--- src/rtl/wide_add_seq_pkg.sv ---
// Shared definitions for the chunked sequential wide adder: FSM states,
// default widths and helpers that size the chunk counter.
package wide_add_seq_pkg;

    typedef enum logic [1:0] {
        ST_IDLE = 2'd0,
        ST_RUN  = 2'd1,
        ST_DONE = 2'd2
    } state_t;

    localparam int DEF_W = 16;
    localparam int DEF_N = 4;

    // Number of N-bit chunks in a W-bit operand.
    function automatic int chunk_count(input int w, input int n);
        return w / n;
    endfunction

    // Width of the chunk index; a single chunk still needs one bit.
    function automatic int idx_width(input int k);
        return (k <= 1) ? 1 : $clog2(k);
    endfunction

endpackage

--- src/rtl/wide_add_seq_add.sv ---
// N-bit ripple-carry adder; s[N] is the carry out of the top bit.
module wide_add_seq_add #(
    parameter int N = 4
) (
    input  logic [N-1:0] a,
    input  logic [N-1:0] b,
    input  logic         ci,
    output logic [N:0]   s
);

    logic [N:0] c;

    assign c[0] = ci;

    for (genvar i = 0; i < N; i++) begin : g_bit
        assign s[i]   = a[i] ^ b[i] ^ c[i];
        assign c[i+1] = (a[i] & b[i]) | (c[i] & (a[i] ^ b[i]));
    end

    assign s[N] = c[N];

endmodule

--- src/rtl/wide_add_seq.sv ---
// Sequential W-bit adder: accepts a, b, ci, then adds one N-bit chunk per
// cycle through a single shared adder and presents {co, sum} until taken.
//
// Handshake: an operand set transfers on a rising edge where in_valid and
// in_ready are both 1; a result transfers on an edge where out_valid and
// out_ready are both 1. in_ready and out_valid are decoded from the state
// register only, so neither depends combinationally on any input.
module wide_add_seq
    import wide_add_seq_pkg::*;
#(
    parameter int W = DEF_W,
    parameter int N = DEF_N   // W must be a multiple of N
) (
    input  logic         clk,
    input  logic         rst,
    input  logic         in_valid,
    output logic         in_ready,
    input  logic [W-1:0] a,
    input  logic [W-1:0] b,
    input  logic         ci,
    output logic         out_valid,
    input  logic         out_ready,
    output logic [W-1:0] sum,
    output logic         co,
    output state_t       dbg_state
);

    localparam int K  = chunk_count(W, N);
    localparam int IW = idx_width(K);

    state_t        state_q;
    state_t        state_d;
    logic [W-1:0]  a_q;
    logic [W-1:0]  b_q;
    logic          carry_q;
    logic [IW-1:0] idx_q;
    logic [W-1:0]  sum_q;
    logic          co_q;

    logic          accept;
    logic          step;
    logic          idx_last;
    logic [N-1:0]  a_chunk;
    logic [N-1:0]  b_chunk;
    logic [N:0]    chunk_s;

    assign accept   = (state_q == ST_IDLE) && in_valid;
    assign step     = (state_q == ST_RUN);
    assign idx_last = (idx_q == IW'(K - 1));

    // Chunk select: route the idx-th slice of the captured operands into the adder.
    always_comb begin
        a_chunk = '0;
        b_chunk = '0;
        for (int g = 0; g < K; g++) begin
            if (idx_q == IW'(g)) begin
                a_chunk = a_q[g*N +: N];
                b_chunk = b_q[g*N +: N];
            end
        end
    end

    wide_add_seq_add #(
        .N (N)
    ) u_add (
        .a  (a_chunk),
        .b  (b_chunk),
        .ci (carry_q),
        .s  (chunk_s)
    );

    always_ff @(posedge clk or posedge rst) begin
        if (rst) begin
            state_q <= ST_IDLE;
        end else begin
            state_q <= state_d;
        end
    end

    always_comb begin
        state_d = state_q;
        case (state_q)
            ST_IDLE: if (in_valid)  state_d = ST_RUN;
            ST_RUN:  if (idx_last)  state_d = ST_DONE;
            ST_DONE: if (out_ready) state_d = ST_IDLE;
            default:                state_d = ST_IDLE;
        endcase
    end

    // Operands are written only on acceptance, so they stay frozen through RUN.
    always_ff @(posedge clk or posedge rst) begin
        if (rst) begin
            a_q     <= '0;
            b_q     <= '0;
            carry_q <= 1'b0;
            idx_q   <= '0;
            sum_q   <= '0;
            co_q    <= 1'b0;
        end else begin
            if (accept) begin
                a_q     <= a;
                b_q     <= b;
                carry_q <= ci;
                idx_q   <= '0;
            end
            if (step) begin
                carry_q <= chunk_s[N];
                idx_q   <= idx_q + 1'b1;
                for (int g = 0; g < K; g++) begin
                    if (idx_q == IW'(g)) begin
                        sum_q[g*N +: N] <= chunk_s[N-1:0];
                    end
                end
                if (idx_last) begin
                    co_q <= chunk_s[N];
                end
            end
        end
    end

    assign in_ready  = (state_q == ST_IDLE);
    assign out_valid = (state_q == ST_DONE);
    assign sum       = sum_q;
    assign co        = co_q;
    assign dbg_state = state_q;

endmodule

--- config.mk ---
export PLATFORM = sky130hd
export DESIGN_NAME = wide_add_seq
export DESIGN_NICKNAME = d
export VERILOG_FILES = /design/src/rtl/wide_add_seq_pkg.sv /design/src/rtl/wide_add_seq_add.sv /design/src/rtl/wide_add_seq.sv
export SDC_FILE = /design/constraint.sdc
export NUM_CORES = 1
export LEC_CHECK = 0
export ABC_AREA = 1
export CAP_MARGIN = 20
export CORE_MARGIN = 3
export CORE_UTILIZATION = 50
export CTS_CLUSTER_DIAMETER = 120
export DETAILED_ROUTE_END_ITERATION = 10
export PLACE_DENSITY = 0.8
export SYNTH_ARGS = -nofsm -noshare
export SYNTH_HDL_FRONTEND = slang
export SYNTH_SLANG_ARGS = --single-unit
--- constraint.sdc ---
create_clock -name clk -period 3.1 [get_ports clk]
set_input_delay 0.31 -clock clk [delete_from_list [all_inputs] [get_ports clk]]
set_output_delay 0.31 -clock clk [all_outputs]
set_load 0.005 [all_outputs]
==> reports/metrics.yaml <==
run_status:
  status: "finished clean"
clock_network:
  cts_buffers: 5
  cts_hold_buf: 0
  htreeDepth: 2
  clock_sinks: 54
  clk_latency_ns: 0.32
  cts-root-buf: "clkbuf_8"
  post_cts_buffers: 0
  clk_pin_slew_ns: 0.10
  cts_buffer_depth: 2
  tritoncts: "built"
sta:
  slew_viol_final: 0
  finalHoldViolCount: 0
  setup_ws_ns: 0.207
  fmax_mhz: 346
  finClkSkew_ns: 0.00951
  holdWs_ns: 0.314
  tns_ns: 0
  period_minus_slack_ns: 2.89
  setup_violations: 0
  finalCritPeriodShare_pct: 93.3
  worst_pin_slew_ns: 0.473
  rsz0062_at_grt: "false"
  max_slew_margin_pct: 68.2
drt:
  post_drt_wl_per_cell_um: 12.8
  first_iter_violations: 111
  ant_nets: 0
  dr.pass1.iters: 4
  wirelength_um: 5430
  post-route-drc-count: 0
  vias: 2057
  via_per_inst: 4.84
logic_synthesis:
  synth-seq-cells: 54
  synth_top_area_share_pct: 52.7
  avgSynthCellArea_um2: 8.57
  ys_top_cells_by_area: "dfrtp_1 (53%), nand2_1 (21%), fa_1 (3.1%), inv_1 (2.9%), o21ai_2 (2.4%)"
  synth_area_mm2: 0.00256
  yosysUniqueCellTypes: 21
  synth_fp_nets: 344
  ys.warnings.count: 0
  netlist_instances: 299
  yosys.area.top_type: "dfrtp_1"
  synth-seq-area-share_pct: 52.7
layout:
  fin_cells: 425
  nets: 402
  final_layout_size_suffix_gt1_share_pct: 10.9
  syn2layout_area_growth_pct: 29.1
  n_antenna_cell: 0
worst_hold_path:
  hp-class: "in2async"
placement:
  hpwl_um: 3960
  port_buffers: 57
  dp.cells: 416
  dp_slack_ns: 0.0904
  place.gp.congestion: 0.848
die:
  pin_count: 58
  start_util_pct: 52.9
  die_w_um: 77.6
  core_mm2: 0.00485
  die_y_um: 77.6
  num_rows: 25
  dieArea_mm2: 0.00602
setup_path:
  crit_path_cell_trace: "ha_2 -> inv_1 -> or2_2 -> nand2_1 -> fa_1 -> inv_1 -> fa_1 -> fa_1 -> fa_1 -> inv_1 -> o21ai_1"
  start_kind: "register"
  max_stage_delay_ns: 0.49
  cp.required_ns: 3.36
  path_class: "reg2reg"
  worstPathArrival_ns: 3.15
  cp_common_cell: "fa_1"
  end_kind: "register"
  critPathMaxFanout: 5
  slowest_stage: "fa_1"
job:
  drv_cap: 0
power:
  sw_frac_of_total_pct: 43.9
  vdd_ir_drop_max_uv: 460
  clkPwrFrac_pct: 11.6
  power.internal_mw: 1.98
  pwr-share-comb_pct: 53.2
  switchingPower_mw: 1.55
  p_leak_nw: 1.64
  p_per_area_mw_per_mm2: 1070
  power_frac_seq_pct: 35.2
global_route:
  grt_pass1_vias: 1977
  antenna_found_initial: 0
  track_usage_pct: 19.3
  grt_pass1_wl_um: 9210
  grt_max_degree: 55
  grt_overflow: 0
## Yosys cell counts
cell type	count
inv_1	20
clkinv_4	1
nand2_4	5
buf_6	4
fa_1	4
buf_2	3
inv_4	1
nor2_4	1
or2_2	1
o21ai_2	7
nand3_1	7
nor2_1	9
a21oi_1	12
buf_4	3
o31ai_1	1
nand2_1	141
o21ai_0	11
ha_1	4
nand2_2	2
dfrtp_1	54
o21ai_1	8
## sequential cells by signal, summed over array words and instances, names as in the netlist
signal and count:
idx_q 2, co 1, a_q 16, sum 16, carry_q 1, b_q 16, dbg_state 2
## worst paths after layout
kind                           endpoint  slack [ns]     start  depth (start not counted)
hold / removal             dbg_state[1]        0.31       rst                          2
min in group clk                     co        0.49        co                          2
setup / recovery                sum[11]        0.21  idx_q[0]                         11
max in group asynchronous       a_q[11]        2.26       rst                          3
setup reg to reg                sum[11]        0.21  idx_q[0]                         11
hold reg to reg                      co        0.49        co                          2
## cells in the final DEF (no fill, tap or decap), types with 4 or more instances in the layout
master and instances:
nand2_1 141, clkdlybuf4s50_1 57, dfrtp_1 52, inv_1 18
a21oi_1 11, o21ai_1 10, o21ai_0 9, nor2_1 9
o21ai_2 7, nand3_1 7, nand2_4 5, clkbuf_8 5
clkinv_4 4, fa_1 4
## cell type report
type | instances | area, um2
Fill cell | 398 | 1540
Sequential cell | 54 | 1350
Multi-Input combinational cell | 213 | 1070
Timing Repair Buffer | 61 | 613
Inverter | 22 | 90.1
Tap cell | 67 | 83.8
Clock buffer | 5 | 68.8
Clock inverter | 3 | 26.3
## what timing repair did
action,CTS,global route
setup endpoints to repair,0,6
resized for setup,0,12
endpoints found under the hold margin,0,0
## critical path: cells and delay by family, from the launching register on
family                   cells  cell delay (ns)
AND/OR/NAND/NOR              2             0.38
AO/OA/AOI/OAI                1             0.14
flip-flops                   1             0.43
buffers and inverters        3             0.22
adder cells (fa/ha/maj)      5             1.65
## per-layer routing
layer | share of wire (%) | track usage (%) | vias up
li1 | - | - | 1045
met1 | 44 | 25.1 | 959
met2 | 50 | 32.7 | 47
met3 | 4.4 | 4.06 | 6
met4 | 1.2 | 5.34 | 0
met5 | 0 | 0 | -
## per-stage QoR
stage	power [mW]	cell area, um2	util [%]
CTS	3.50	3250	67.1
global route	3.87	3310	68.2
finish	3.54	3310	68.2
global placement	3.01	3160	65.1
floorplan	2.45	2560	-
detailed placement	3.09	3160	65.1
## kinds of logic (layout without fill, tap and decap cells)
| family | count (synthesis) | count (layout) | synth area share (%) |
|---|---|---|---|
| AND/OR/NAND/NOR | 166 | 166 | 26.7 |
| flip-flops | 54 | 54 | 52.7 |
| AO/OA/AOI/OAI | 39 | 39 | 8.74 |
| buffers and inverters | 32 | 91 | 6.74 |
| adder cells (fa/ha/maj) | 8 | 8 | 5.08 |
## power groups by stage
stage	clock network, mW	logic, mW	registers [mW]
final	0.410	1.88	1.25
after global routing	0.439	2.14	1.29
after CTS	0.413	1.85	1.24
after detailed placement	0	1.84	1.25
after global placement	0	1.77	1.24
after floorplan	0	1.24	1.21
Note: power is estimated with default switching activity, not from simulation.
